`src/rtl/id_decode_queue.sv`:
```
// id_decode_queue: N-lane decode stage feeding a DEPTH-entry bundle FIFO.
// Ports:
//   clk, reset_n            clock, async active-low reset
//   if_instr[LANES]         fetched bundle (lane 0 oldest)
//   if_valid / if_ready     bundle handshake from fetch
//   dec_instr[LANES]        decoded head bundle ('0 when empty)
//   dec_valid / dec_ready   head handshake toward issue
//   flush                   synchronous discard of all bundles
//   occupancy               stored bundle count
// Build option: ID_COMPACT_EN packs valid lanes toward lane 0.

package id_decode_pkg;

    localparam logic [6:0] OP_LUI    = 7'b0110111;
    localparam logic [6:0] OP_AUIPC  = 7'b0010111;
    localparam logic [6:0] OP_JAL    = 7'b1101111;
    localparam logic [6:0] OP_JALR   = 7'b1100111;
    localparam logic [6:0] OP_BRANCH = 7'b1100011;
    localparam logic [6:0] OP_LOAD   = 7'b0000011;
    localparam logic [6:0] OP_STORE  = 7'b0100011;
    localparam logic [6:0] OP_IMM    = 7'b0010011;
    localparam logic [6:0] OP_REG    = 7'b0110011;

    typedef struct packed {
        logic [31:0] pc;
        logic [31:0] instr;
    } if_id_type;

    typedef struct packed {
        logic [31:0] pc;
        logic [31:0] imm;
        logic [4:0]  rd;
        logic [4:0]  rs1;
        logic [4:0]  rs2;
        logic [2:0]  funct3;
        logic        reg_write;
        logic        mem_read;
        logic        mem_write;
        logic        branch;
        logic        jump;
        logic        alu_src;
        logic        illegal;
    } control_type;

endpackage

module control_unit
    import id_decode_pkg::*;
(
    input  logic        clk,
    input  logic        reset_n,
    input  if_id_type   if_instr,
    output control_type ctrl
);

    // Clock/reset ports keep the lane interface uniform; decode itself
    // is purely combinational.
    logic unused_ports;
    assign unused_ports = clk ^ reset_n;

    logic [31:0] w;
    logic [6:0]  op;
    assign w  = if_instr.instr;
    assign op = w[6:0];

    logic [31:0] imm_i, imm_s, imm_b, imm_u, imm_j;
    assign imm_i = {{20{w[31]}}, w[31:20]};
    assign imm_s = {{20{w[31]}}, w[31:25], w[11:7]};
    assign imm_b = {{19{w[31]}}, w[31], w[7], w[30:25], w[11:8], 1'b0};
    assign imm_u = {w[31:12], 12'b0};
    assign imm_j = {{11{w[31]}}, w[31], w[19:12], w[20], w[30:21], 1'b0};

    always_comb begin
        ctrl        = '0;
        ctrl.pc     = if_instr.pc;
        ctrl.rd     = w[11:7];
        ctrl.rs1    = w[19:15];
        ctrl.rs2    = w[24:20];
        ctrl.funct3 = w[14:12];
        unique case (1'b1)
            (op == OP_LUI), (op == OP_AUIPC): begin
                ctrl.reg_write = 1'b1;
                ctrl.alu_src   = 1'b1;
                ctrl.imm       = imm_u;
            end
            (op == OP_JAL): begin
                ctrl.reg_write = 1'b1;
                ctrl.jump      = 1'b1;
                ctrl.imm       = imm_j;
            end
            (op == OP_JALR): begin
                ctrl.reg_write = 1'b1;
                ctrl.jump      = 1'b1;
                ctrl.alu_src   = 1'b1;
                ctrl.imm       = imm_i;
            end
            (op == OP_BRANCH): begin
                ctrl.branch = 1'b1;
                ctrl.imm    = imm_b;
            end
            (op == OP_LOAD): begin
                ctrl.reg_write = 1'b1;
                ctrl.mem_read  = 1'b1;
                ctrl.alu_src   = 1'b1;
                ctrl.imm       = imm_i;
            end
            (op == OP_STORE): begin
                ctrl.mem_write = 1'b1;
                ctrl.alu_src   = 1'b1;
                ctrl.imm       = imm_s;
            end
            (op == OP_IMM): begin
                ctrl.reg_write = 1'b1;
                ctrl.alu_src   = 1'b1;
                ctrl.imm       = imm_i;
            end
            (op == OP_REG): begin
                ctrl.reg_write = 1'b1;
            end
            default: begin
                ctrl.illegal = 1'b1;
            end
        endcase
    end

endmodule

module id_decode_queue
    import id_decode_pkg::*;
#(
    parameter int LANES = 2,
    parameter int DEPTH = 4
) (
    input  logic                       clk,
    input  logic                       reset_n,
    input  if_id_type                  if_instr [LANES],
    input  logic [LANES-1:0]           if_valid,
    output logic                       if_ready,
    output control_type                dec_instr [LANES],
    output logic [LANES-1:0]           dec_valid,
    input  logic                       dec_ready,
    input  logic                       flush,
    output logic [$clog2(DEPTH+1)-1:0] occupancy
);

    localparam int PW = $clog2(DEPTH);
    localparam int OW = $clog2(DEPTH+1);
    localparam logic [PW-1:0] LAST = PW'(DEPTH - 1);
    localparam logic [OW-1:0] FULL = OW'(DEPTH);

    control_type      dec_lane [LANES];
    control_type      st_instr [LANES];
    logic [LANES-1:0] st_mask;

    control_type      mem      [DEPTH][LANES];
    logic [LANES-1:0] mem_mask [DEPTH];

    logic [PW-1:0] wr_ptr;
    logic [PW-1:0] rd_ptr;
    logic [OW-1:0] occ;
    logic          enq;
    logic          deq;

    for (genvar i = 0; i < LANES; i++) begin : g_lane
        control_unit u_cu (
            .clk      (clk),
            .reset_n  (reset_n),
            .if_instr (if_instr[i]),
            .ctrl     (dec_lane[i])
        );
    end

`ifdef ID_COMPACT_EN
    // Valid lane i lands in slot cnt, where cnt counts valid lanes
    // below it; this keeps program order and yields a contiguous mask.
    always_comb begin
        int cnt;
        for (int j = 0; j < LANES; j++) begin
            st_instr[j] = '0;
        end
        st_mask = '0;
        cnt     = 0;
        for (int i = 0; i < LANES; i++) begin
            if (if_valid[i]) begin
                for (int j = 0; j < LANES; j++) begin
                    if (cnt == j) begin
                        st_instr[j] = dec_lane[i];
                    end
                end
                cnt = cnt + 1;
            end
        end
        for (int j = 0; j < LANES; j++) begin
            st_mask[j] = (cnt > j);
        end
    end
`else
    always_comb begin
        for (int j = 0; j < LANES; j++) begin
            st_instr[j] = dec_lane[j];
        end
        st_mask = if_valid;
    end
`endif

    assign if_ready  = (occ != FULL);
    assign occupancy = occ;
    assign enq = if_ready & (|if_valid) & ~flush;
    assign deq = dec_ready & (|dec_valid) & ~flush;

    // Head is masked by occupancy so stale storage never leaks out.
    always_comb begin
        for (int j = 0; j < LANES; j++) begin
            dec_instr[j] = '0;
        end
        dec_valid = '0;
        if (occ != '0) begin
            for (int j = 0; j < LANES; j++) begin
                dec_instr[j] = mem[rd_ptr][j];
            end
            dec_valid = mem_mask[rd_ptr];
        end
    end

    always_ff @(posedge clk or negedge reset_n) begin
        if (!reset_n) begin
            wr_ptr <= '0;
            rd_ptr <= '0;
            occ    <= '0;
            for (int d = 0; d < DEPTH; d++) begin
                mem_mask[d] <= '0;
            end
        end else if (flush) begin
            wr_ptr <= '0;
            rd_ptr <= '0;
            occ    <= '0;
        end else begin
            if (enq) begin
                mem_mask[wr_ptr] <= st_mask;
                wr_ptr <= (wr_ptr == LAST) ? '0 : wr_ptr + PW'(1);
            end
            if (deq) begin
                rd_ptr <= (rd_ptr == LAST) ? '0 : rd_ptr + PW'(1);
            end
            unique case ({enq, deq})
                2'b10:   occ <= occ + OW'(1);
                2'b01:   occ <= occ - OW'(1);
                default: occ <= occ;
            endcase
        end
    end

    // Lane payload needs no reset: it is only visible under a valid mask.
    always_ff @(posedge clk) begin
        if (enq) begin
            for (int j = 0; j < LANES; j++) begin
                mem[wr_ptr][j] <= st_instr[j];
            end
        end
    end

endmodule

```
`config.mk`:
```
export PLATFORM = sky130hd
export DESIGN_NAME = id_decode_queue
export DESIGN_NICKNAME = d
export VERILOG_FILES = /design/src/rtl/id_decode_queue.sv
export SDC_FILE = /design/constraint.sdc
export NUM_CORES = 1
export LEC_CHECK = 0
export CAP_MARGIN = 20
export CORE_ASPECT_RATIO = 0.5
export CORE_MARGIN = 2
export CORE_UTILIZATION = 43
export CTS_BUF_LIST = sky130_fd_sc_hd__clkbuf_8
export CTS_CLUSTER_SIZE = 25
export DETAILED_ROUTE_END_ITERATION = 16
export PLACE_DENSITY_LB_ADDON = 0.25
export SETUP_SLACK_MARGIN = 0.4
export SLEW_MARGIN = 30
export SYNTH_ARGS = -nofsm -noshare
export SYNTH_HDL_FRONTEND = slang
export SYNTH_SLANG_ARGS = --single-unit
```
`constraint.sdc`:
```
create_clock -name clk -period 5 [get_ports clk]
set_input_delay 0.75 -clock clk [delete_from_list [all_inputs] [get_ports clk]]
set_output_delay 0.75 -clock clk [all_outputs]
set_load 0.01 [all_outputs]
```
# Yosys cells after proc, flatten, opt, wreduce, memory -nomap -nowiden
# Memories as Yosys holds them, arrays and structs flattened.
# Cells that the tools add are included.
[classes]
n_mux = 34
n_reduce_logical = 20
addsub = 4
magnitude_cmp = 3
eq_ne = 23
bitwise_logic = 7
[ops]
columns = ["cell", "count"]
rows = [
  ["one-hot mux 32 bit (5 select lines)", 2],
  ["two-way mux 178 bit", 1],
  ["== test 7 x 6 -> 1 bit (second input constant)", 6],
  ["== test 7 bit (second input constant)", 6],
  ["== test 7 x 5 -> 1 bit (second input constant)", 4],
  ["two-way mux 2 bit", 10],
  ["OR reduction 9 bit", 2],
  ["two-way mux 1 bit", 16],
  ["== test 7 x 2 -> 1 bit (second input constant)", 2],
  ["OR reduction 7 bit", 2],
  ["OR reduction 2 bit", 6],
  ["OR reduction 6 bit", 2],
  ["bitwise mux 8 bit", 1],
  ["== test 2 bit (second input constant)", 3],
  [">= comparator 3 bit (second input constant)", 2],
  ["inverter 2 -> 3 bit", 2],
  ["one-hot mux 3 bit (2 select lines)", 1],
  ["nonzero test 3 bit", 2],
  ["OR reduction 3 bit", 2],
  ["adder 2 x 1 -> 2 bit (second input constant)", 2],
  ["AND 1 bit", 4],
  ["binary-select mux 2 bit (select 2 bit)", 1],
  ["demux 2 bit (select 2 bit)", 1],
  ["nonzero test 2 bit", 2],
  ["9 further kinds", 9],
]
[totals]
regBits = 15
elab_cells = 99
out_inout_bits = 184
mem_count = 1
ram_bits = 712
input_bits = 134
[memory_table]
columns = ["memory", "words", "word_bits", "read_ports", "rd_clocked_by_memory_dff", "wr", "line_no", "text"]
rows = [
  ["mem", 4, 178, 1, 0, 1, "155", "control_type mem [DEPTH][LANES];"],
]

# Logic depth before layout (Yosys ltp)
# Gate-level depths: netlist of the first run.
[logic_depth]
depth_word = 11
mapped_depth = 10
mapped_depth_nobuf = 8

# Hierarchy
# From an unflattened synthesis of the first run, not the netlist that was laid out.
[unflattened]
cells_unflattened = 1535
hier_area_um2 = 29891.2
[modules_own_cells]
columns = ["mod", "cells_each", "seq_area_each_um2", "area_each_um2", "n_inst"]
rows = [
  ["id_decode_queue", 1215, 21755.9, 27714.1, 1],
  ["control_unit", 160, 0.0, 1088.5, 2],
]

# Least setup slack after synthesis of the first run
# Ideal clock, no wire load.
[synth_timing]
path_kind = "in2reg"
from = "input port if_valid[1]"
to = "memory mem[0][0] (netlist bit), enable pin"
slack_ns = -0.212
required_time_ns = 4.470
path_stages = 4
setup_time_ns = 0.530
n_path_buf = 0
arrival_time_ns = 4.683
path_cell_list = "nor2_1 nor3_1 nand2_1 inv_1"
[synth_between]
elab_chain_len = 5
[synth_rtl]
columns = ["item", "line_no", "text"]
rows = [
  ["start: declaration", "137", "input logic [LANES-1:0] if_valid,"],
  ["OR reduction 2 bit", "208", "assign enq = if_ready & (|if_valid) & ~flush;"],
  ["AND 1 bit (2 in series)", "208", ""],
  ["two-way mux 1 bit", "255", "if (enq) begin"],
  ["two-way mux 1 bit (implied by the code)", "257", "mem[wr_ptr][j] <= st_instr[j];"],
  ["end: declaration", "155", ""],
]
# No other way between the ends.

==> run metrics, run 1 <==
status=finished, final reports clean; FF-to-FF Start=rd_ptr[0]; initial antenna violation count=3; number of CTS-inserted buffers=approximately 100; # IOs=about 320; RSZ-0062 raised after global routing=false; CTS Hold Buffers Added=0; via density per instance=5.19; final hold vios=0; main flop type after synthesis=edfxtp_1; TNS Setup=0 ns; grt met3 use=under 10%; Worst R2R Path Depth=8; # rows=66; worst-case clock buffer depth=3; Synth top area share=approximately 75%; routed len/inst=approximately 23 um; warnings from Yosys=0; Worst R2R End=occupancy[2]; crit share post-route=approximately 80%; met1 Track Usage GR=between 20% and 30%; Remaining Overflow, GRT=0; CP max FO=34; Tmin final=4.09 ns; layout cell share with drive strength beyond 1=between 10% and 20%; routed wire length=between 60 and 70 mm; syn nets=between 1,500 and 2,000; Synth Area per Inst=around 21 sq um; Post-CTS Resized=0; Initial Util=between 40% and 50%; crit path DAT=around 3.3 ns; Post-route DRC=0; Setup Skew=0.0146 ns; Die H=~190 um; MaxCap Viol Count=0; number of H-tree levels=3; Post-synth EDFFs=about 710; Die Width=approximately 370 um; Setup Fix Bufs, Post-CTS=0; Final Slew Violations=0; busiest grt layer=met2; Worst Setup End Kind=primary output; core area=65,300 sq um; Vias=roughly 14,000; most frequent cells after synthesis=712 x edfxtp_1, 193 x and2_1, 180 x mux4_2; post-synth top area cell=edfxtp_1; clock insertion delay at the later pin of the skew report=roughly 0.66 ns; Area Growth Syn to Fin=22.3%; clock root cell=clkbuf_8; post-synthesis sequential area ratio=between 70% and 80%; Worst Path Required=about 4.3 ns; Max Clk Rate=approximately 240 MHz; ranking of synthesized cells by area=edfxtp_1 75%, mux4_2 14%, and2_1 4.2%; HP Class=primary input to async pin; final std cells w/o fill=between 2,000 and 3,000; Register Area=about 22,000 sq um; Distinct cells, synth=49; placed cells=about 2,500; Slew HR=between 30% and 40%; clock slew at reported path FFs=approximately 0.060 ns; first-pass GRT wire length=about 93 mm; I/O Buffers=317; Final HPWL DP=around 37 mm; worst vdd ir=0.272 mV; ANT nets after route=0; Fillers=about 5,000; Crit Path Category=flop to primary output; CTS sink cnt=between 700 and 800; CP Launch Point=rd_ptr[0]; drt first pass iters=4; Slew @ Worst Pin=0.926 ns; largest net degree at the start of global routing=115; Die ar.=68,700 sq um; Leakage=11.4 nW; Total Routing Usage GR=17.9%; R2R Setup Slk=around 1.7 ns; Synth Cell Area=~29,000 sq um; number of global-route vias before repair=~15,000; startpoint class of the critical path=flop; Power Dens Cells=494 nW/um^2; Multi-input gate area=6500 sq um; #FFs+latches synth=between 700 and 800; met2 Usage GRT=about 31%; RePlAce Congestion=between 0.7 and 0.8; initial DRC count=982; CTS tree=built; most frequent cell after synthesis=edfxtp_1; # setup viols final=0; share of flip-flops with an asynchronous set or reset=between 2 and 2.5%; Mapped Cells=roughly 1,400; nets=about 1,900; Fin Hold WS=approximately 0.5 ns
-- power by group --
| group | internal, W | total, W | leakage (nW) | switching, W |
|---|---|---|---|---|
| clock | 0.00210 | 0.00426 | 1.08 | 0.00216 |
| sequential | 0.00736 | 0.00759 | 6.65 | 0.000236 |
| combinational | 0.00291 | 0.00540 | 3.66 | 0.00249 |
| total | 0.0124 | 0.0173 | 11.4 | 0.00489 |
-- stage by stage --
stage	utilization [%]	worst slack [ns]	total power (W)	instance area [sq um]
after detailed placement	50.7	1.33	0.0133	33100
after global routing	53.5	0.648	0.0181	35000
final	53.5	0.905	0.0173	35000
after global placement	50.7	1.34	0.0133	33100
after floorplan	-	0.722	0.0106	28600
after CTS	53.5	0.742	0.0176	35000
-- cell type report --
| type | count | area share [%] |
|---|---|---|
| Multi-Input combinational cell | 555 | 18.6 |
| Clock buffer | 105 | 4.13 |
| Antenna cell | 3 | 0.0215 |
| Timing Repair Buffer | 354 | 10.5 |
| Sequential cell | 727 | 62.2 |
| Tap cell | 884 | 3.16 |
| Clock inverter | 81 | 1.17 |
| Inverter | 10 | 0.150 |
-- how the worst max path moves through the flow --
stage	depth (start not counted)	slack (ns)	end
2_1_floorplan	4	0.72	mem[0][0]
3_3_place_gp	5	1.34	mem[0][110]
3_5_place_dp	5	1.33	mem[0][115]
4_1_cts	4	0.74	dec_instr[43]
5_1_grt	4	0.65	dec_instr[43]
6_report	4	0.91	dec_instr[43]
-- sequential cells by signal, indices dropped and copies added (netlist names) --
| register | flops |
|---|---|
| mem | 712 |
| mem_mask | 8 |
| occupancy | 3 |
| rd_ptr | 2 |
| wr_ptr | 2 |
-- routing by layer --
metal / vias to the layer above / part of all wire, %
li1: 6323 / -
met1: 7473 / 42
met2: 230 / 54
met3: 74 / 3.0
met4: 0 / 1.8
met5: - / 0
-- layout by cell type (no fill, tap or decap), types with 19 or more instances in the layout --
master,count
inv_1,43
nand2_1,31
a21o_1,28
clkinv_1,27
buf_4,19
edfxtp_1,712
clkdlybuf4s50_1,317
mux4_2,180
clkbuf_8,105
and2_1,193
-- cells by family after synthesis --
group,count (synthesis),synth area share [%]
xor gates and xnor gates,1,0.0832
DFF,727,76.1
and+or+nand+nor,283,5.85
buffers and inverters,81,1.19
muxes,191,14.6
adders and majority gates,6,0.289
AOI/OAI and AO/OA,74,1.86
-- critical path, cell delays in order, from the launching register on --
cell,delay [ns]
dfrtp_4,0.91
buf_4,0.48
mux4_2,0.55
and2_1,0.17
clkdlybuf4s50_1,0.53
No activity file was read; power rests on OpenSTA's default activity.
==> run 2, diff against run 1 <==
==> constraint.sdc (replaced) <==
create_clock -name clk -period 4.25 [get_ports clk]
set_input_delay 0.6375 -clock clk [delete_from_list [all_inputs] [get_ports clk]]
set_output_delay 0.6375 -clock clk [all_outputs]
set_load 0.01 [all_outputs]
==> run 2 against run 1 <==
Compared with the run above:
- non-clock buffer count is 1 higher
- setup slack worse by 0.34 ns
- critical path depth unchanged
- count of clock-buffer cells in the layout shrank 2
- final cell count is essentially flat
- sequential share of layout area fell by 0.15 points
- combinational power is 21% higher
- critical path type unchanged
- largest cell class unchanged
==> run metrics, run 2 (synthesized netlist as in run 1, its figures left out) <==
MaxCap Viol Count=0 (unchanged); Switching Fraction=28.9% (+0.59 points); Remaining Overflow, GRT=0 (unchanged); Final HPWL DP=37.4 mm (about the same); clock root cell=clkbuf_8; Worst R2R Path Depth=8 (unchanged); CP Depth=4 (unchanged); number of global-route vias before repair=15,200 (+1.7%); met2 wire len=33.3 mm (+1.4%); # IOs=318 (unchanged); Initial Util=43.8% (unchanged); worst-case clock buffer depth=3 (unchanged); DR top layer=met4; startpoint class of the critical path=flop; Die Width=369 um (unchanged); routed wire length=63.5 mm (+3.5%); number of CTS-inserted buffers=101 (-0.98%); via density per instance=5.26 (+1.5%); Post-route DRC=0 (unchanged); Vias=14,300 (+1.5%); master of the slowest instance on the critical path=dfrtp_4; WL met3=2.56 mm (+41%); layout cell share with drive strength beyond 1=20.4% (+0.54 points); Setup Skew=0.0253 ns (+0.0107 ns); I/O Buffers=317 (unchanged); Clock power frac=24.8% (about the same); Final Slew Violations=0 (unchanged); TNS Setup=0 ns (unchanged); R2R Setup Slk=1.01 ns (-0.73 ns); Worst Setup End Kind=primary output; initial antenna violation count=3 (unchanged); CTS sink cnt=727 (unchanged); Tmin final=around 3.7 ns; routed len/inst=23.3 um (+3.5%); drt first pass iters=5 (+1); HP Class=primary input to async pin; Worst Path Required=3.61 ns (-0.64 ns); Top reg by flops=mem; Fillers=5,140 (+0.45%); Total Routing Usage GR=18.3% (+0.46 points); sequential share of power=43.4% (-0.6 points); Leakage=11.4 nW (+0.30%); CTS tree=built; Power Dens Cells=586 nW/um^2 (+19%); initial DRC count=1,065 (+8.5%); Slew @ Worst Pin=0.815 ns (-0.112 ns); Worst R2R End=occupancy[2]; M1 WL=26.4 mm (+3.3%); RePlAce Congestion=0.738 (-1.6%); clock insertion delay at the later pin of the skew report=0.70 ns (+0.04 ns); crit share post-route=between 80 and 90%; P_sw=0.00594 W (+21%); core area=65,300 sq um (unchanged); worst vdd ir=0.421 mV (+55%); crit path DAT=3.05 ns (-0.29 ns); Largest register FFs=712 (unchanged); CP Launch Point=rd_ptr[1]; Crit Path Category=flop to primary output; ant diodes=0 (-3); commonest non-fill, non-tap cell in the layout=edfxtp_1; Top delay family on crit path=buffers and inverters; Area Growth Syn to Fin=22.7%; largest net degree at the start of global routing=107 (-7.0%); FF-to-FF Start=occupancy[1]; Pint=0.0146 W (+18%); CP max FO=34 (unchanged); Logic pwr share=31.8% (+0.5 points); nets=1,892 (+0.11%); final hold vios=0 (unchanged); max incr delay on CP=0.70 ns (-0.21 ns); number of H-tree levels=3 (unchanged); first-pass GRT wire length=95.2 mm (+2.2%); Die H=186 um (unchanged); Max Clk Rate=between 200 and 300 MHz; status=finished, final reports clean; critical-path cell list=buf_4 -> mux4_2 -> and2_1 -> clkdlybuf4s50_1; CP bufs+invs=2 (unchanged); Slew HR=45.6% (+7.5 points); ANT nets after route=0 (unchanged); most frequent cells in the layout=712 x edfxtp_1, 317 x clkdlybuf4s50_1, 193 x and2_1; # setup viols final=0 (unchanged); Fin Hold WS=0.370 ns (-0.138 ns); Die ar.=68,700 sq um (unchanged); RSZ-0062 raised after global routing=false; clock slew at reported path FFs=0.07 ns (about the same); # rows=66 (unchanged)
run 2: cell count changes in the layout (fill, tap and decap cells not counted), sizes merged:
cell and change:
buf +1, clkbuf -2, clkinv +3, clkinvlp -3, diode -3, inv +4, or3 +2
run 2: metrics by stage:
| stage | std cells | cell area, sq um | total power (W) | worst slack (ns) | util [%] |
|---|---|---|---|---|---|
| after floorplan | 1363 | 28600 | 0.0124 | 0.260 | - |
| after global placement | 2528 | 33100 | 0.0156 | 0.876 | 50.7 |
| after detailed placement | 2528 | 33100 | 0.0156 | 0.867 | 50.7 |
| after CTS | 2720 | 35000 | 0.0209 | 0.435 | 53.6 |
| after global routing | 2721 | 35100 | 0.0215 | 0.404 | 53.7 |
| final | 2721 | 35100 | 0.0205 | 0.567 | 53.7 |
run 2: metal layers:
metal	global-route usage, %	up-vias
li1	-	6318
met1	23.9	7625
met2	31.9	288
met3	3.24	86
met4	4.93	0
met5	0	-
run 2: worst max path at each step:
stage	endpoint	slack [ns]
floorplan	mem[3][0]	0.26
global placement	dec_instr[33]	0.88
detailed placement	dec_instr[33]	0.87
CTS	dec_instr[131]	0.44
global route	dec_instr[135]	0.40
finish	dec_instr[136]	0.57
run 2: worst register-to-register path, stage by stage, from the launching register on:
cell      delay, ns
dfrtp_1        0.61
or3_2          0.90
o211ai_1       0.23
buf_4          0.20
nor3_1         0.08
fa_1           0.42
a21oi_1        0.17
or4b_1         0.44
o311ai_0       0.09
run 2: layout make-up:
cell class	instances	area [sq um]	area share, %
inverter	10	52.6	0.150
clock buffer	103	1420	4.04
multi-input combinational	557	6560	18.7
clock inverter	85	450	1.28
sequential	727	21800	62.1
timing repair buffer	355	3700	10.6
tap	884	1110	3.16
run 2: timing repair:
| item | CTS | global route |
|---|---|---|
| hold buffers | 0 | 0 |
| cloned | 1 | 1 |
| hold endpoints to repair | 0 | 0 |
| endpoints found under the setup margin | 166 | 13 |
| gates resized for setup | 0 | 0 |
| pin swaps | 1 | 1 |
| buffers inserted | 3 | 0 |
run 2: power by group through the flow:
stage	clock, W	sequential (W)	combinational (W)
2_1_floorplan	0	0.00899	0.00344
3_3_place_gp	0	0.00908	0.00654
3_5_place_dp	0	0.00911	0.00654
4_1_cts	0.00525	0.00890	0.00672
5_1_grt	0.00556	0.00896	0.00700
6_report	0.00509	0.00890	0.00654
==> run 3, diff against run 2 <==
==> constraint.sdc (replaced) <==
create_clock -name clk -period 4.1 [get_ports clk]
set_input_delay 0.615 -clock clk [delete_from_list [all_inputs] [get_ports clk]]
set_output_delay 0.615 -clock clk [all_outputs]
set_load 0.01 [all_outputs]
==> run 3 against run 2 <==
Compared with the run above:
- largest cell class unchanged
- clock power is 3% higher
- routed wire length grew 1.4%
- final cell count rose by 0.88%
- clock skew grew 0.00086 ns
- setup slack got worse by 0.0049 ns
- critical endpoint is now dec_instr[163]
- largest power group unchanged
- first-iteration DRC count decreased by 15%
- critical path type unchanged
- flip-flop and latch count is the same
==> run metrics, run 3 (synthesized netlist as in run 1, its figures left out) <==
crit share post-route=a little under nine tenths; Final Slew Violations=0 (unchanged); Total Routing Usage GR=18.9% (+0.54 points); MaxCap Viol Count=0 (unchanged); CTS tree=built; status=finished, final reports clean; Setup Skew=0.0262 ns (+0.000862 ns); clock slew at reported path FFs=0.07 ns (about the same); drt first pass iters=5 (unchanged); Multi-input gate area=6550 sq um (-0.21%); Die Width=369 um (unchanged); initial DRC count=909 (-15%); initial antenna violation count=3 (unchanged); Slew HR=45.0% (-0.53 points); routed wire length=64.4 mm (+1.4%); number of global-route vias before repair=15,100 (-0.54%); Top reg by flops=mem; RSZ-0062 raised after global routing=false; crit path DAT=2.92 ns (-0.13 ns); Max Clk Rate=~280 MHz; Worst Setup End Kind=primary output; largest net degree at the start of global routing=67 (-37%); nets=1,920 (+1.5%); Fillers=5,126 (-0.27%); Die ar.=68,700 sq um (unchanged); CP Launch Point=rd_ptr[1]; Crit Path Category=flop to primary output; Largest register FFs=712 (unchanged); core area=65,300 sq um (unchanged); worst-case clock buffer depth=3 (unchanged); Slew @ Worst Pin=0.821 ns (+0.00643 ns); I/O Buffers=317 (unchanged); startpoint class of the critical path=flop; number of H-tree levels=3 (unchanged); HP Class=primary input to async pin; layout cell share with drive strength beyond 1=21.7% (+1.4 points); Power Dens Cells=606 nW/um^2 (+3.5%); via density per instance=5.25 (-0.31%); Final HPWL DP=39.3 mm (+5.0%); Tmin final=about 3.5 ns; first-pass GRT wire length=97.1 mm (+2.0%); FF-to-FF Start=occupancy[0]; # setup viols final=0 (unchanged); Leakage=11.5 nW (+1.1%); Post-route DRC=0 (unchanged); Remaining Overflow, GRT=0 (unchanged); Register Area=21,800 sq um (about the same); Vias=14,400 (+0.57%); # IOs=318 (unchanged); clock root cell=clkbuf_8; # rows=66 (unchanged); most frequent cells in the layout=712 x edfxtp_1, 317 x clkdlybuf4s50_1, 193 x and2_1; worst vdd ir=0.284 mV (-33%); CTS sink cnt=727 (unchanged); TNS Setup=0 ns (unchanged); commonest non-fill, non-tap cell in the layout=edfxtp_1; number of CTS-inserted buffers=102 (+0.99%); Initial Util=43.8% (unchanged); Worst Path Required=3.48 ns (-0.13 ns); CP max FO=23 (-32%); routed len/inst=23.5 um (+0.55%); Die H=186 um (unchanged); ANT nets after route=0 (unchanged); final hold vios=0 (unchanged); Area Growth Syn to Fin=23.3%; RePlAce Congestion=0.762 (+3.2%); Fin Hold WS=0.347 ns (-0.0236 ns); clock insertion delay at the later pin of the skew report=0.69 ns (about the same)
[run 3: changes by cell type in the layout (fill, tap and decap cells not counted), moves of 2 or more]
cell      delta
inv_6        -2
clkinv_2     +5
buf_4       +27
diode_2      +2
inv_8        -2
dfrtp_2      +2
clkinv_1     -2
inv_1        -4
dfrtp_1      -2
[run 3: final timing paths]
path / cells after the start / slack [ns] / endpoint
setup / recovery: 4 / 0.56 / dec_instr[163]
setup reg to reg: 8 / 0.95 / occupancy[2]
hold reg to reg: 1 / 0.51 / mem_mask[2]
max in group asynchronous: 1 / 3.23 / rd_ptr[0]
hold / removal: 1 / 0.35 / mem_mask[7]
min in group clk: 1 / 0.51 / mem_mask[2]
[run 3: worst max-delay path: stages, from the launching register on]
cell,delay (ns)
dfrtp_4,0.73
buf_4,0.42
mux4_2,0.35
and2_1,0.16
clkdlybuf4s50_1,0.52
[run 3: cell type report]
type / instances / area share, %
flip-flops and latches: 727 / 61.8
multi-input cells: 557 / 18.6
repair buffers: 382 / 11.1
clock buffers: 103 / 4.02
well taps: 884 / 3.14
clock inverters: 80 / 1.23
inverters: 10 / 0.149
diodes: 2 / 0.0142
[run 3: repair_timing]
action / CTS / global route
buffers inserted: 6 / 0
resized for setup: 2 / 0
hold buffers: 0 / 0
setup endpoints to repair: 180 / 0
[run 3: where the power goes]
| group | total (W) | internal [W] | switching, W |
|---|---|---|---|
| Clock | 0.00524 | 0.00259 | 0.00265 |
| Combinational | 0.00692 | 0.00369 | 0.00323 |
| Sequential | 0.00921 | 0.00897 | 0.000239 |
| Total | 0.0214 | 0.0153 | 0.00611 |
[run 3: stage by stage]
step / utilization (%) / area, sq um / setup slack (ns) / cells / total power, W
CTS: 53.9 / 35200 / 0.452 / 2743 / 0.0217
detailed placement: 51.0 / 33300 / 0.872 / 2552 / 0.0163
floorplan: - / 28600 / 0.132 / 1363 / 0.0129
global route: 53.9 / 35200 / 0.401 / 2745 / 0.0224
finish: 53.9 / 35200 / 0.562 / 2745 / 0.0214
global placement: 51.0 / 33300 / 0.916 / 2552 / 0.0163
[run 3: routing by layer]
layer / share of wire, % / routed length, um / track usage (%) / vias to the layer above
met3: 4.1 / 2640 / 3.73 / 86
met5: 0 / 0 / 0 / -
met4: 1.8 / 1190 / 4.88 / 0
li1: - / - / - / 6379
met2: 53 / 34000 / 32.5 / 312
met1: 41 / 26600 / 24.7 / 7621
